[config.mk]
export PLATFORM = sky130hd
export DESIGN_NAME = nand_page_ctrl
export DESIGN_NICKNAME = d
export VERILOG_FILES = /design/src/rtl/nand_page_ctrl.sv
export SDC_FILE = /design/constraint.sdc
export NUM_CORES = 1
export LEC_CHECK = 0
export CELL_PAD_IN_SITES_DETAIL_PLACEMENT = 1
export CELL_PAD_IN_SITES_GLOBAL_PLACEMENT = 2
export CORE_ASPECT_RATIO = 1.25
export CORE_MARGIN = 2
export CORE_UTILIZATION = 43
export CTS_CLUSTER_DIAMETER = 200
export DETAILED_ROUTE_END_ITERATION = 8
export PLACE_DENSITY_LB_ADDON = 0.2
export REMOVE_ABC_BUFFERS = 1
export SYNTH_ARGS = -nofsm -noshare
export SYNTH_HDL_FRONTEND = slang
export SYNTH_SLANG_ARGS = --single-unit
export TNS_END_PERCENT = 100
[constraint.sdc]
create_clock -name clk -period 4.4 [get_ports clk]
set_input_delay 0.88 -clock clk [delete_from_list [all_inputs] [get_ports clk]]
set_output_delay 0.88 -clock clk [all_outputs]
set_load 0.01 [all_outputs]
[src/rtl/nand_page_ctrl.sv]
// nand_page_ctrl: host-side page controller for a byte-serial NAND flash array.
// Accepts one ERASE / PROGRAM / READ request at a time, buffers a page of
// write data and sequences the flash command bus.
// Optional build macro NAND_CTRL_AUTO_ERASE_EN: PROGRAM erases the target page
// itself (one PRE_ERASE cycle) between the data load and the program burst.
// PAGE_SIZE must be at least 2.
module nand_page_ctrl #(
  parameter int BLOCKS    = 4,
  parameter int PAGES     = 4,
  parameter int PAGE_SIZE = 16
) (
  input  logic       clk,
  input  logic       rst_n,
  input  logic       req_valid,
  output logic       req_ready,
  input  logic [1:0] req_op,
  input  logic [7:0] req_blk,
  input  logic [7:0] req_page,
  input  logic       wdata_valid,
  output logic       wdata_ready,
  input  logic [7:0] wdata,
  output logic       rdata_valid,
  output logic [7:0] rdata,
  output logic       done,
  output logic       err,
  output logic [1:0] f_cmd,
  output logic [7:0] f_blk,
  output logic [7:0] f_page,
  output logic [7:0] f_din,
  output logic       f_wr_en,
  input  logic [7:0] f_dout,
  input  logic       f_busy
);

  localparam int AW    = $clog2(PAGE_SIZE);
  localparam int CNT_W = AW + 1;

  localparam logic [CNT_W-1:0] CNT_LAST = CNT_W'(PAGE_SIZE - 1);
  localparam logic [CNT_W-1:0] CNT_FULL = CNT_W'(PAGE_SIZE);
  localparam logic [8:0]       BLK_LIM  = 9'(BLOCKS);
  localparam logic [8:0]       PAGE_LIM = 9'(PAGES);

  localparam logic [1:0] CMD_IDLE  = 2'b00;
  localparam logic [1:0] CMD_ERASE = 2'b01;
  localparam logic [1:0] CMD_PROG  = 2'b10;
  localparam logic [1:0] CMD_READ  = 2'b11;

  localparam logic [1:0] OP_ERASE = 2'b01;
  localparam logic [1:0] OP_PROG  = 2'b10;

  typedef enum logic [2:0] {
    S_IDLE      = 3'd0,
    S_LOAD      = 3'd1,
`ifdef NAND_CTRL_AUTO_ERASE_EN
    S_PRE_ERASE = 3'd2,
`endif
    S_PROG      = 3'd3,
    S_ERASE     = 3'd4,
    S_READ      = 3'd5,
    S_READ_WAIT = 3'd6,
    S_DONE      = 3'd7
  } state_t;

  state_t             state_q, state_d;
  logic [1:0]         f_cmd_q, f_cmd_d;
  logic [7:0]         f_blk_q, f_blk_d;
  logic [7:0]         f_page_q, f_page_d;
  logic [7:0]         f_din_q, f_din_d;
  logic               f_wr_en_q, f_wr_en_d;
  logic               wdata_ready_q, wdata_ready_d;
  logic               rdata_valid_q, rdata_valid_d;
  logic               done_q, done_d;
  logic               err_q, err_d;
  logic [CNT_W-1:0]   wcnt_q, wcnt_d;
  logic [CNT_W-1:0]   bcnt_q, bcnt_d;

  logic [7:0]         pbuf_q [PAGE_SIZE];
  logic               buf_we;
  logic               req_legal;
  logic               req_fire;
  logic               wdata_fire;

  assign req_legal  = (req_op != 2'b00) &&
                      ({1'b0, req_blk}  < BLK_LIM) &&
                      ({1'b0, req_page} < PAGE_LIM);
  assign req_ready  = (state_q == S_IDLE) && !f_busy;
  assign req_fire   = req_valid && req_ready;
  assign wdata_fire = wdata_valid && wdata_ready_q;

  assign wdata_ready = wdata_ready_q;
  assign rdata_valid = rdata_valid_q;
  assign rdata       = f_dout;
  assign done        = done_q;
  assign err         = err_q;
  assign f_cmd       = f_cmd_q;
  assign f_blk       = f_blk_q;
  assign f_page      = f_page_q;
  assign f_din       = f_din_q;
  assign f_wr_en     = f_wr_en_q;

  // Next-state and next-output decode; every flash/handshake output is registered
  always_comb begin
    state_d       = state_q;
    f_cmd_d       = CMD_IDLE;
    f_blk_d       = f_blk_q;
    f_page_d      = f_page_q;
    f_din_d       = f_din_q;
    f_wr_en_d     = 1'b0;
    wdata_ready_d = 1'b0;
    rdata_valid_d = (f_cmd_q == CMD_READ);
    done_d        = 1'b0;
    err_d         = 1'b0;
    wcnt_d        = wcnt_q;
    bcnt_d        = bcnt_q;
    buf_we        = 1'b0;

    case (state_q)
      S_IDLE: begin
        if (req_fire) begin
          f_blk_d  = req_blk;
          f_page_d = req_page;
          if (!req_legal) begin
            err_d = 1'b1;
          end else if (req_op == OP_ERASE) begin
            state_d = S_ERASE;
            f_cmd_d = CMD_ERASE;
          end else if (req_op == OP_PROG) begin
            state_d       = S_LOAD;
            wdata_ready_d = 1'b1;
            wcnt_d        = '0;
          end else begin
            state_d = S_READ;
            f_cmd_d = CMD_READ;
            bcnt_d  = CNT_W'(1);
          end
        end
      end

      S_LOAD: begin
        wdata_ready_d = 1'b1;
        if (wdata_fire) begin
          buf_we = 1'b1;
          wcnt_d = wcnt_q + CNT_W'(1);
          if (wcnt_q == CNT_LAST) begin
            wdata_ready_d = 1'b0;
`ifdef NAND_CTRL_AUTO_ERASE_EN
            state_d = S_PRE_ERASE;
            f_cmd_d = CMD_ERASE;
`else
            state_d   = S_PROG;
            f_cmd_d   = CMD_PROG;
            f_wr_en_d = 1'b1;
            f_din_d   = pbuf_q[0];
            bcnt_d    = CNT_W'(1);
`endif
          end
        end
      end

`ifdef NAND_CTRL_AUTO_ERASE_EN
      S_PRE_ERASE: begin
        state_d   = S_PROG;
        f_cmd_d   = CMD_PROG;
        f_wr_en_d = 1'b1;
        f_din_d   = pbuf_q[0];
        bcnt_d    = CNT_W'(1);
      end
`endif

      // bcnt holds the index of the next byte to put on the bus
      S_PROG: begin
        if (bcnt_q == CNT_FULL) begin
          state_d = S_DONE;
          done_d  = 1'b1;
          bcnt_d  = '0;
        end else begin
          f_cmd_d   = CMD_PROG;
          f_wr_en_d = 1'b1;
          f_din_d   = pbuf_q[bcnt_q[AW-1:0]];
          bcnt_d    = bcnt_q + CNT_W'(1);
        end
      end

      S_ERASE: begin
        state_d = S_DONE;
        done_d  = 1'b1;
      end

      S_READ: begin
        if (bcnt_q == CNT_FULL) begin
          state_d = S_READ_WAIT;
          bcnt_d  = '0;
        end else begin
          f_cmd_d = CMD_READ;
          bcnt_d  = bcnt_q + CNT_W'(1);
        end
      end

      // Last read byte is returned here, one cycle behind its flash cycle
      S_READ_WAIT: begin
        state_d = S_DONE;
        done_d  = 1'b1;
      end

      S_DONE: begin
        state_d = S_IDLE;
      end

      default: begin
        state_d = S_IDLE;
      end
    endcase
  end

  // Control and output registers; reset aborts any burst immediately
  always_ff @(posedge clk) begin
    if (!rst_n) begin
      state_q       <= S_IDLE;
      f_cmd_q       <= CMD_IDLE;
      f_blk_q       <= '0;
      f_page_q      <= '0;
      f_din_q       <= '0;
      f_wr_en_q     <= 1'b0;
      wdata_ready_q <= 1'b0;
      rdata_valid_q <= 1'b0;
      done_q        <= 1'b0;
      err_q         <= 1'b0;
      wcnt_q        <= '0;
      bcnt_q        <= '0;
    end else begin
      state_q       <= state_d;
      f_cmd_q       <= f_cmd_d;
      f_blk_q       <= f_blk_d;
      f_page_q      <= f_page_d;
      f_din_q       <= f_din_d;
      f_wr_en_q     <= f_wr_en_d;
      wdata_ready_q <= wdata_ready_d;
      rdata_valid_q <= rdata_valid_d;
      done_q        <= done_d;
      err_q         <= err_d;
      wcnt_q        <= wcnt_d;
      bcnt_q        <= bcnt_d;
    end
  end

  // Page buffer storage: data only, no reset, written once per load byte
  always_ff @(posedge clk) begin
    if (buf_we) begin
      pbuf_q[wcnt_q[AW-1:0]] <= wdata;
    end
  end

endmodule

Word level (Yosys, flattened, before mapping)
Memories as Yosys holds them, arrays and structs flattened. A register that Yosys moved wholly into a read port is not among the register bits. Index checks and enable logic that the tools add are counted.

Flip-flop bits (word level): 44. Memory bits (writable): 128. Input port bits: 39. Output and inout port bits: 40. Word-level logic and storage cells: 112. Memories: 1.

$add $sub $neg: 2. Order comparisons: 2. Equal/unequal tests: 20. Multiplexer cells: 56. Reduce and logical (&&, ||, !) cells: 19.

Memories: pbuf_q (depth 16, width 8, read ports 2, clocked after memory_dff 1, wr ports 1, RTL line 77) `logic [7:0] pbuf_q [PAGE_SIZE];`.

Operators with widths (number): $mux 5 (12); $mux 3 (8); $mux 8 (3); $ne 2x2->1 const B (9); $lt 8x3->1 const B (2); $mux 2 (8); $pmux 8 s2 (1); $mux 1 (15); $pmux 3 s5 (1); $pmux 5 s3 (1); $reduce_and 6->1 (2); $add 5x1->5 const B (2); $pmux 5 s2 (1); $eq 3x3->1 const B (3); $mux 4 (2); $pmux 2 s4 (1); $reduce_and 7->1 (1); $pmux 1 s2 (3); $reduce_bool 2->1 (3); $eq 5x4->1 const B (1); $eq 5x5->1 const B (1); $logic_and 1x1->1 (5); $eq 2x2->1 const B (2); $reduce_and 4->1 (1); 10 further kinds (11).

Depth between registers and ports, before layout
Depth in word-level cells: 8. Depth in mapped cells: 8. Gate-level depth less buffers: 7.

Least setup slack after synthesis
Ideal clock, no wire load.

Path kind: input port to flip-flop. Start: input port req_op[0]. End: register (tool-made name). Setup time: 0.064 ns. Data arrival time: 2.396 ns. Required time: 4.336 ns. Setup slack: 1.941 ns. Stages on the path: 7. Buffers on the path: 0. Path through: inv_1 ha_1 nor4_1 nand4_1 or4_1 a211oi_2 o221a_1.

RTL lines: from (decl) (RTL line 16) `input logic [1:0] req_op,`.

Worst setup path after layout
Start: input port f_busy. End: output port req_ready.

Cells in the longest elaborated chain, start to end: 2.

Ends and longest elaborated chain: from (decl) (RTL line 32) `input logic f_busy`; $logic_not 1->1 (RTL line 86) `assign req_ready = (state_q == S_IDLE) && !f_busy;`; $logic_and 1x1->1 (RTL line 86); to (decl) (RTL line 15) `output logic req_ready,`.

No other way between the ends.

==> flow_summary_export.csv <==
group,metric,value,unit
routing,ant_nets,0,
global_routing,grt_first_pass_wirelength,26.0,mm
timing,rsz0062_at_grt,"false",
run_status,status,"complete, no violations",
synth,ys_types,49,
setup_path,worst_setup_path_start_kind,"input pin",
timing,hold_viol_final,0,
routing,viasPerCell,5.48,
placement,hpwl,11.0,mm
global_routing,grt_antenna_before_repair,0,
finish,n_antenna_cell,0,
setup_path,worstPathRequired,3520,ps
synth,ys_seq_elements,176,
worst_hold_path,hp-class,"reg -> reg",
synth,synthCells,482,
synth,yosys.area.top_type,"edfxtp_1",
synth,ys_seq_area_share,68.2,%
setup_path,crit_path_start,"f_busy",
clock_tree,cts_resized,0,
pwr,peakVddDrop,0.219,mV
global_routing,grt_pass1_vias,4658,
timing,fin_setup_tns,0,ps
synth,synthMuxAreaShare,10.2,%
routing,wl_per_cell,21.2,µm
clock_tree,clock-root-buffer,"clkbuf_16",
synth,synth-simple-area-share,8.08,%
setup_path,r2r_start,"state_q[0]",
clock_tree,numCtsBuffers,17,
finish,multi_input_area,2040,µm²
synth,synth_compound_area_share,8.61,%
pwr,finalPower,3.50,mW
finish,register_area,4810,µm²
die,rows,52,
clock_tree,cts_post_setup_buffers_inserted,0,
global_routing,grt_overflow,0,
pwr,leakage,2.73,nW
placement,gp_congestion,0.782,
setup_path,crit_end,"req_ready",
global_routing,grt_max_degree,33,
flow_run,max_cap_viol_count,0,
setup_path,crit_chain,"clkdlybuf4s50_1 > nor4_1 > clkdlybuf4s50_1",
clock_tree,cts_hold_buffers,0,
timing,fmax,336,MHz
synth,synth_area,7050,µm²
setup_path,end_kind,"primary output",
die,core_area,16100,µm²
finish,drive_gt1_share,15.0,%
timing,worstMarginPinSlew,1040,ps
synth,synthTopCellsByArea,"edfxtp_1 55%, dfxtp_1 14%, mux4_2 10%, a21oi_1 3.5%, nand2_1 2.3%",
die,die_h,147,µm
setup_path,r2r-end,"pbuf_q[4][3]",
pwr,pwr-share-seq,52.4,%
synth,syn_avg_cell_area,14.6,µm²
timing,period_share,67.7,%
global_routing,track_usage,19.9,%
synth,synth_top_area_share,54.5,%
die,die-area,17400,µm²
synth,ys.flop_type,"edfxtp_1",
setup_path,r2r_cells,4,
die,initial_utilization,43.7,%
synth,synth_async_sr_flop_share,0,%
clock_tree,clockBufferDepth,2,
routing,vias,4222,
clock_tree,cts_tree,"yes",
setup_path,critPathArrivalTime,2100,ps
pwr,p_per_area,414,nW/µm²
pwr,intPower,2.74,mW
clock_tree,clk_pin_slew,60,ps
routing,firstDrtPassIters,6,
clock_tree,clock_latency,420,ps
finish,syn2layout_area_growth,19.7,%
setup_path,cp_slowest_cell,"clkdlybuf4s50_1",
timing,setup_viol,0,
pwr,comb_power_share,6.6,%
timing,slew_headroom,30.4,%
synth,synthXorXnorAreaFrac,0.124,%
setup_path,path_common_cell,"clkdlybuf4s50_1",
pwr,p_sw_share,21.8,%
timing,fin_crit,2980,ps
pwr,net-switching-power,0.763,mW
die,die_x,119,µm
routing,drt_iter0_drc,337,
synth,synth_warnings,0,
clock_tree,ctsHtreeMaxLevel,4,
timing,slew_viol_final,0,
setup_path,worstSetupPathType,"in -> out",
finish,nNetsFinal,592,
timing,finClkSkew,10.2,ps
setup_path,r2r_slack,1480,ps
pwr,clkPwrFrac,41.0,%
synth,synthAdderAreaFrac,1.95,%
clock_tree,cts.sinks,176,
synth,synth-edff-count,128,
placement,numPortBuffers,62,
finish,nFillCells,1643,
die,boundaryPins,79,
setup_path,cp_max_fo,3,
synth,synth_top_family_by_area,"multiplexers",
routing,route.detailed.drc,0,
setup_path,crit_path_max_incr_delay,590,ps
routing,wirelength,16.4,mm
==> worst min path at each step <==
stage                endpoint  slack [ps]  cells past startpoint       from
global route         f_blk[2]         490                      2   f_blk[2]
global placement     f_blk[6]         440                      2   f_blk[6]
finish              f_page[7]         460                      2  f_page[7]
floorplan           wcnt_q[4]         450                      2  wcnt_q[4]
CTS                  f_blk[2]         460                      2   f_blk[2]
detailed placement   f_blk[2]         450                      2   f_blk[2]
==> cell usage in the layout (no fill, tap or decap), types with 2 or more instances in the layout <==
cell	n
nand2_1	44
nand3b_1	2
a22oi_1	17
inv_6	2
edfxtp_1	128
inv_1	10
nand2b_1	2
mux4_2	32
nor4_1	3
clkdlybuf4s50_1	62
clkinvlp_4	5
nor2_1	35
o21ai_0	16
a21oi_1	50
clkbuf_16	17
and3_1	3
or2_2	2
nor2b_1	3
nand3_1	5
ha_1	11
buf_4	12
nor3_1	7
clkbuf_8	2
and3b_1	2
o21a_1	4
a211oi_1	2
clkbuf_1	2
dfxtp_1	47
clkinv_4	2
==> cells by family after synthesis <==
family	count (synthesis)
DFF	176
and+or+nand+nor	118
AOI/OAI and AO/OA	100
buffers and inverters	44
muxes	32
adders and majority gates	11
xor gates and xnor gates	1
==> metal layers <==
metal  GRT usage, %  part of all wire [%]  vias to the layer above
met2           35.8                    54                      120
met3           4.66                   4.3                       15
met4           7.68                   1.8                        0
li1               -                     -                     1947
met5              0                     0                        -
met1           22.7                    40                     2140
==> flip-flops by register name (all words and copies together), names as in the netlist, named ones only <==
signal and cells:
f_cmd 2, done 1, state_q 3, pbuf_q 128
wcnt_q 5, err 1, f_page 8, bcnt_q 5
f_blk 8, f_din 8, wdata_ready 1, f_wr_en 1
rdata_valid 1
==> per-stage QoR <==
stage,setup slack [ps],utilization [%],instance area [µm²],cells,hold WS [ps]
2_1_floorplan,1740,-,6890,449,454
3_3_place_gp,1170,48.8,7870,739,443
5_1_grt,1310,52.3,8440,771,488
4_1_cts,1410,52.3,8440,771,463
3_5_place_dp,1090,48.8,7870,739,453
6_report,1420,52.3,8440,771,459
==> final cells by class <==
type                            count  share of cell area [%]
Clock inverter                     11                    1.28
Sequential cell                   176                    56.9
Tap cell                          216                    3.20
Clock buffer                       21                    5.46
Multi-Input combinational cell    262                    24.2
Timing Repair Buffer               74                    8.42
Inverter                           11                   0.489
==> power groups by stage <==
stage / Clock (mW) / Combinational, mW / Sequential (mW)
final: 1.43 / 0.231 / 1.83
after floorplan: 0 / 0.119 / 1.87
after CTS: 1.47 / 0.236 / 1.83
after global placement: 0 / 0.228 / 1.87
after global routing: 1.53 / 0.253 / 1.84
after detailed placement: 0 / 0.235 / 1.87
==> Yosys cell counts, types with 2 or more instances <==
master and n:
or2_2 2, clkbuf_1 18, nor3_1 7, buf_2 4, nor2b_1 3, a211oi_1 2, dfxtp_1 48, buf_4 8
and3b_1 2, nor2_1 35, edfxtp_1 128, nor4_1 3, inv_1 10, nand3b_1 2, a21oi_1 50, nand2_1 44
nand2b_1 2, mux4_2 32, and3_1 3, o21ai_0 16, a22oi_1 17, ha_1 11, nand3_1 5, buf_1 2
o21a_1 4
==> worst max-delay path: cells and delay by family <==
family        cells  cell delay [ps]
simple gates      1              190
buf+inv           2             1030
No activity file was read; power rests on OpenSTA's default activity.
